==> src/rtl/pipe_skid_reg.sv <==
`default_nettype none
// ============================================================================
// Module      : pipe_skid_reg
// Description : Two-entry pipeline skid register with registered in_ready.
//               Optional stall counter enabled by macro PIPE_SKID_STATS_EN.
// Revision    : 1.0 - initial release
// ============================================================================
module pipe_skid_reg #(
    parameter int WIDTH = 92,
    parameter int CNT_W = 16
) (
    input  logic             clk,
    input  logic             reset,
    input  logic             flush,
    input  logic             in_valid,
    input  logic [WIDTH-1:0] in_data,
    output logic             in_ready,
    output logic             out_valid,
    output logic [WIDTH-1:0] out_data,
    input  logic             out_ready,
    output logic [1:0]       occupancy
`ifdef PIPE_SKID_STATS_EN
    ,
    output logic [CNT_W-1:0] stall_cnt
`endif
);

    typedef enum logic [1:0] {
        S_EMPTY = 2'd0,
        S_ONE   = 2'd1,
        S_TWO   = 2'd2
    } state_t;

    state_t           r_state;
    state_t           w_state_nxt;
    logic [WIDTH-1:0] r_main;
    logic [WIDTH-1:0] r_skid;
    logic             r_in_ready;
    logic             r_out_valid;

    logic             w_in_fire;
    logic             w_out_fire;
    logic             w_load_main_in;
    logic             w_load_main_skid;
    logic             w_load_skid;

    generate
        if (WIDTH < 1 || CNT_W < 1) begin : g_bad_param
            $error("pipe_skid_reg: WIDTH and CNT_W must be at least 1");
        end
    endgenerate

    assign w_in_fire  = in_valid & r_in_ready;
    assign w_out_fire = r_out_valid & out_ready;

    always_comb begin
        w_state_nxt      = r_state;
        w_load_main_in   = 1'b0;
        w_load_main_skid = 1'b0;
        w_load_skid      = 1'b0;
        case (r_state)
            S_EMPTY: begin
                if (w_in_fire) begin
                    w_state_nxt    = S_ONE;
                    w_load_main_in = 1'b1;
                end
            end
            S_ONE: begin
                if (w_in_fire && w_out_fire) begin
                    w_load_main_in = 1'b1;
                end else if (w_in_fire) begin
                    w_state_nxt = S_TWO;
                    w_load_skid = 1'b1;
                end else if (w_out_fire) begin
                    w_state_nxt = S_EMPTY;
                end
            end
            S_TWO: begin
                if (w_out_fire) begin
                    w_state_nxt      = S_ONE;
                    w_load_main_skid = 1'b1;
                end
            end
            default: begin
                w_state_nxt = S_EMPTY;
            end
        endcase
    end

    // Handshake flags are precomputed from the next state so both ports come straight from flops.
    always_ff @(posedge clk) begin
        if (reset || flush) begin
            r_state     <= S_EMPTY;
            r_main      <= '0;
            r_skid      <= '0;
            r_in_ready  <= 1'b1;
            r_out_valid <= 1'b0;
        end else begin
            r_state     <= w_state_nxt;
            r_in_ready  <= (w_state_nxt != S_TWO);
            r_out_valid <= (w_state_nxt != S_EMPTY);
            if (w_load_main_in) begin
                r_main <= in_data;
            end else if (w_load_main_skid) begin
                r_main <= r_skid;
            end
            if (w_load_skid) begin
                r_skid <= in_data;
            end
        end
    end

    assign in_ready  = r_in_ready;
    assign out_valid = r_out_valid;
    assign out_data  = r_main;
    assign occupancy = r_state;

`ifdef PIPE_SKID_STATS_EN
    logic [CNT_W-1:0] r_stall_cnt;

    // Flush deliberately does not clear the statistic.
    always_ff @(posedge clk) begin
        if (reset) begin
            r_stall_cnt <= '0;
        end else if (r_out_valid && !out_ready && (r_stall_cnt != {CNT_W{1'b1}})) begin
            r_stall_cnt <= r_stall_cnt + 1'b1;
        end
    end

    assign stall_cnt = r_stall_cnt;
`endif

endmodule
`default_nettype wire

==> config.mk <==
export PLATFORM = sky130hd
export DESIGN_NAME = pipe_skid_reg
export DESIGN_NICKNAME = d
export VERILOG_FILES = /design/src/rtl/pipe_skid_reg.sv
export SDC_FILE = /design/constraint.sdc
export NUM_CORES = 1
export LEC_CHECK = 0
export CAP_MARGIN = 20
export CORE_UTILIZATION = 46
export CTS_CLUSTER_DIAMETER = 30
export DETAILED_ROUTE_END_ITERATION = 8
export GPL_TIMING_DRIVEN = 0
export HOLD_SLACK_MARGIN = 0.08
export PLACE_DENSITY = 0.73
export SETUP_SLACK_MARGIN = 0.5
export SLEW_MARGIN = 30
export SYNTH_ARGS = -nofsm -noshare
export SYNTH_HDL_FRONTEND = slang
export SYNTH_SLANG_ARGS = --single-unit
==> constraint.sdc <==
create_clock -name clk -period 2.8 [get_ports clk]
set_input_delay 0.7 -clock clk [delete_from_list [all_inputs] [get_ports clk]]
set_output_delay 0.7 -clock clk [all_outputs]
set_load 0.01 [all_outputs]
==> flow_summary.ini, run 1 <==
[min_path]
worst_hold_path_type = reg2reg
hold_depth = 2
min_to = r_skid[69]
min_from = r_skid[69]

[timing]
period_needed_ns = 2.22
fmax_mhz = 450
whs_ns = 0.477
fin_crit_sh_pct = 79.4
rsz0062_at_grt = false
worstMarginPinSlew_ns = 0.731
hold_viol_final = 0
slew_viol_final = 0
clock_skew_ns = 0.00963
tns_ns = 0
slew_headroom_pct = 51.3
setup_viol = 0

[synthesis]
synthTopCellsByArea = dfxtp_1 45%, a311oi_2 16%, nand2_1 8.4%
synth.avg_cell_area_um2 = 8.69
syn_nets = 1060
async_flop_share_pct = 0
yosysWarnings = 0
synth_edf_count = 0
synth_ff_type = dfxtp_1
ys_ff_latch = 188
yosys.area.top_type_share_pct = 45.0
ys_types = 27
synth_cells = 963
netlist_area_um2 = 8370
yosysSeqAreaShare_pct = 45.0
yosysTopAreaCell = dfxtp_1

[route]
antenna_left = 0
drc = 0
firstDrtPassIters = 5
drtIter0Drc = 545
via_per_inst = 5.70
wl_per_cell_um = 17.4
dr_total_vias = 8043
wirelength_um = 24600

[final_layout]
diodes = 0
drive_gt1_share_pct = 16.1
fillCellCount = 1542
areaGrowthSynthToFinish_pct = 33.2
nets = 1271
finish.utilization_pct = 63.6

[critical_path]
critical-path-top-delay-family = buffers and inverters
cp_slowest_cell = clkdlybuf4s50_1
path_max_fanout = 9
reg2reg_to = out_data[58]
endpoint_kind = output port
start_kind = flop
crit_start = occupancy[0]
cpPeakStageDelay_ns = 0.63
cp.arrival_ns = 1.52
crit_type = reg2out
reg2reg_from = occupancy[0]
r2r_cells = 5
path_cells = clkdlybuf4s50_1
cp_num_buf_inv = 1
r2r_slack_ns = 0.94
cp.depth = 1
crit_required_ns = 2.10

[grt]
grt_pass1_wl_um = 39200
grt_max_degree = 19
overflow = 0
antenna_found_initial = 0
grt_pass1_vias = 7569
grtUsageTotal_pct = 26.6

[placement]
dp_hpwl_um = 17100
place_congestion = 0.832
io_buffers = 192

[flow_run]
drv_cap = 0

[cts]
cts_buffers = 17
clock-sinks = 188
cts_setup_buffers = 0
cts_buffer_depth = 2
path_clk_slew_ns = 0.07
cts_tree = yes
holdBufCountCts = 0
worstSkewPairLatency_ns = 0.43
cts_resized = 0
cts-root-buf = clkbuf_16
htree_levels = 4

[floorplanning]
fp.dieArea_um2 = 18700
fp-row-count = 48
fp.dieH_um = 137
die_width_um = 137
start_util_pct = 47.7
boundaryPins = 193
core_um2 = 17500

[run_status]
run_status = completed

[power]
p_leak_nw = 3.49
powerDensity_nw_per_um2 = 542
peakVddDrop_v = 0.000377
per-stage QoR:
stage	setup slack (ns)	cell area, um^2	cells	power [mW]
after CTS	0.557	11100	1412	6.07
after global placement	0.203	10600	1380	3.72
final	0.576	11100	1412	6.05
after global routing	0.527	11100	1412	6.27
after floorplan	1.09	8370	963	3.30
after detailed placement	0.173	10600	1380	3.73
power by group:
part           internal (mW)  leakage [nW]  switching (mW)
clock                   1.23         0.282            1.15
sequential              2.75          1.53          0.0439
combinational          0.399          1.68           0.479
worst max-delay path by stage:
stage	to	slack (ns)
after floorplan	in_ready	1.09
after global placement	r_skid[48]	0.20
after detailed placement	r_skid[2]	0.17
after CTS	occupancy[1]	0.56
after global routing	occupancy[0]	0.53
final	occupancy[0]	0.58
final cells by class:
| type | instances | area [um^2] | share of cell area, % |
|---|---|---|---|
| Multi-Input combinational cell | 664 | 4030 | 36.2 |
| Sequential cell | 188 | 3760 | 33.8 |
| Timing Repair Buffer | 192 | 1920 | 17.2 |
| Buffer | 111 | 573 | 5.14 |
| Clock buffer | 19 | 453 | 4.06 |
| Tap cell | 225 | 282 | 2.53 |
| Clock inverter | 13 | 120 | 1.08 |
cells by family after synthesis:
kind of cell           Yosys count  share of synthesized area [%]
flip-flops                     188                           45.0
AND/OR/NAND/NOR                382                           20.4
buffers and inverters          111                           6.82
AO/OA/AOI/OAI                  282                           27.8
registers in the layout, indices dropped and copies added (netlist names):
signal / cells
r_skid: 92
in_ready: 1
out_data: 92
occupancy: 2
out_valid: 1
layer usage:
metal / GRT usage (%) / up-vias / routed length, um
met3: 5.30 / 33 / 1590
met1: 36.0 / 3808 / 11000
met2: 42.2 / 279 / 11500
li1: - / 3923 / -
met4: 9.28 / 0 / 457
met5: 0 / - / 0
cells in the mapped netlist (4+ instances only):
library cell	n
a311oi_2	88
dfxtp_1	188
nand3_1	92
o21ai_0	93
a311oi_1	4
nor3_1	92
buf_4	6
buf_6	9
buf_2	51
a21oi_1	93
clkbuf_1	43
nand2_1	187
cell usage in the layout (no fill, tap or decap), types with 2 or more instances in the layout:
cell type	instances
clkdlybuf4s50_1	192
nand2_1	187
dfxtp_1	187
o21ai_0	93
a21oi_1	93
nor3_1	92
nand3_1	92
a311oi_2	88
buf_2	51
clkbuf_1	41
clkbuf_16	17
buf_6	9
inv_6	7
buf_4	6
a311oi_1	4
inv_8	3
buf_1	2
clkbuf_2	2
nor3b_1	2
clkinv_4	2
clkbuf_8	2
(Power assumes the default switching activity.)
==> run 2, diff against run 1 <==
- clock period: 2.8 -> 2.1 ns (I/O delays scaled with it)
==> run 2 against run 1 <==
Compared with the run above: non-clock buffer count is 1 higher; routed wire length is 0.56% higher; hold slack worse by 0.00096 ns; flip-flop and latch count stayed put; worst setup slack worse by 0.053 ns; clock power is 34% higher; sequential power is 33% higher; die area stayed put; via count is 0.30% higher; sequential share of layout area is 0.18 points lower; largest cell class unchanged.
==> flow_summary.ini, run 2 (same netlist as run 1, synthesis figures left out) <==
[timing]
fin_crit_sh_pct = 75.1
tns_ns = 0
hold_viol_final = 0
worstMarginPinSlew_ns = 0.431
rsz0062_at_grt = true
slew_headroom_pct = 71.3
period_needed_ns = 1.58
fmax_mhz = 634
setup_viol = 0
slew_viol_final = 0
clock_skew_ns = 0.00713

[critical_path]
path_cells = dlygate4sd2_1
crit_required_ns = 1.57
start_kind = flop
critical-path-top-delay-family = flip-flops
cp_num_buf_inv = 1
r2r_cells = 6
cpPeakStageDelay_ns = 0.32
cp.arrival_ns = 1.05
endpoint_kind = output port
cp_slowest_cell = dfxtp_1
crit_type = reg2out
cp.depth = 1
path_max_fanout = 2

[power]
switching_share_pct = 27.8
p_seq_share_pct = 46.3
powerDensity_nw_per_um2 = 716
total_power_mw = 8.05
power.switching_mw = 2.23
p_comb_share_pct = 14.4
power.internal_mw = 5.81
p_leak_nw = 3.83
clockPowerShare_pct = 39.3
peakVddDrop_v = 0.000500

[route]
drc = 0
wirelength_um = 24800
antenna_left = 0
firstDrtPassIters = 5
via_per_inst = 5.71
drtIter0Drc = 553
wl_per_cell_um = 17.5
dr_total_vias = 8067

[cts]
cts-root-buf = clkbuf_16
htree_levels = 4
cts_tree = yes
cts_buffer_depth = 2
cts_buffers = 17
path_clk_slew_ns = 0.07
worstSkewPairLatency_ns = 0.43
clock-sinks = 188

[min_path]
worst_hold_path_type = reg2reg
hold_depth = 2

[final_layout]
final_common_cell = nand2_1
diodes = 0
finish.utilization_pct = 64.1
post-route-cell-area_um2 = 11200
mostFrequentLayoutCells = 186 x nand2_1, 184 x dfxtp_1, 94 x clkdlybuf4s50_1
areaGrowthSynthToFinish_pct = 34.2
drive_gt1_share_pct = 21.3
nets = 1272

[floorplanning]
boundaryPins = 193
fp.dieArea_um2 = 18700
die_width_um = 137
fp.dieH_um = 137
fp-row-count = 48
core_um2 = 17500
start_util_pct = 47.7

[placement]
place_congestion = 0.832
place_area_um2 = 10600
dp_hpwl_um = 17100
io_buffers = 192

[grt]
grtUsageTotal_pct = 26.7
grt_pass1_vias = 7599
antenna_found_initial = 0
grt_pass1_wl_um = 39400
overflow = 0
grt_max_degree = 19

[flow_run]
drv_cap = 0

[run_status]
run_status = completed
[run 2: changes by cell type in the layout (fill, tap and decap cells not counted), moves of 3 or more]
cell             before  now
clkbuf_4              0   23
clkdlybuf4s50_1     192   94
dfxtp_1             187  184
buf_6                 9   16
dlygate4sd2_1         0   35
clkdlybuf4s15_1       0   42
buf_8                 0    3
buf_4                 6   14
clkbuf_2              2   41
buf_2                51   25
clkbuf_1             41   10
[run 2: timing repair]
action | 4_1_cts | 5_1_grt
endpoints found under the hold margin | 0 | 0
hold buffers | 0 | 0
resized for setup | 176 | 127
pin swaps | 1 | 0
setup buffers | 1 | 0
endpoints found under the setup margin | 283 | 213
[run 2: worst paths after layout]
path / from / to / slack (ns)
worst max-delay path: out_data[63] / out_data[63] / 0.52
worst max register to register: occupancy[0] / out_data[55] / 0.55
worst min register to register: r_skid[65] / r_skid[65] / 0.48
worst min-delay path: r_skid[65] / r_skid[65] / 0.48
[run 2: per-layer routing]
metal / track usage, % / vias to the layer above / wire, um
met5: 0 / - / 0
met4: 9.16 / 0 / 439
met3: 5.30 / 30 / 1600
met2: 42.4 / 248 / 11700
met1: 36.2 / 3869 / 11100
li1: - / 3920 / -
[run 2: area by class of cell]
cell class | count | area (um^2)
plain buffers | 111 | 763
clock buffers | 19 | 453
clock inverters | 13 | 120
fillers | 1545 | 6300
multi-input cells | 664 | 4060
flip-flops and latches | 188 | 3770
well taps | 225 | 282
repair buffers | 193 | 1790
[run 2: power by group through the flow]
stage | Combinational [mW] | Sequential, mW | Clock (mW)
finish | 1.16 | 3.72 | 3.17
global route | 1.24 | 3.74 | 3.36
CTS | 1.13 | 3.72 | 3.20
detailed placement | 1.16 | 3.81 | 0
global placement | 1.16 | 3.81 | 0
floorplan | 0.561 | 3.84 | 0
[run 2: through the flow]
step | hold WS (ns) | cells | worst slack [ns]
final | 0.476 | 1413 | 0.523
after global routing | 0.494 | 1413 | 0.470
after CTS | 0.476 | 1413 | 0.408
after detailed placement | 0.466 | 1380 | -0.352
after global placement | 0.460 | 1380 | -0.322
after floorplan | 0.454 | 963 | 0.570
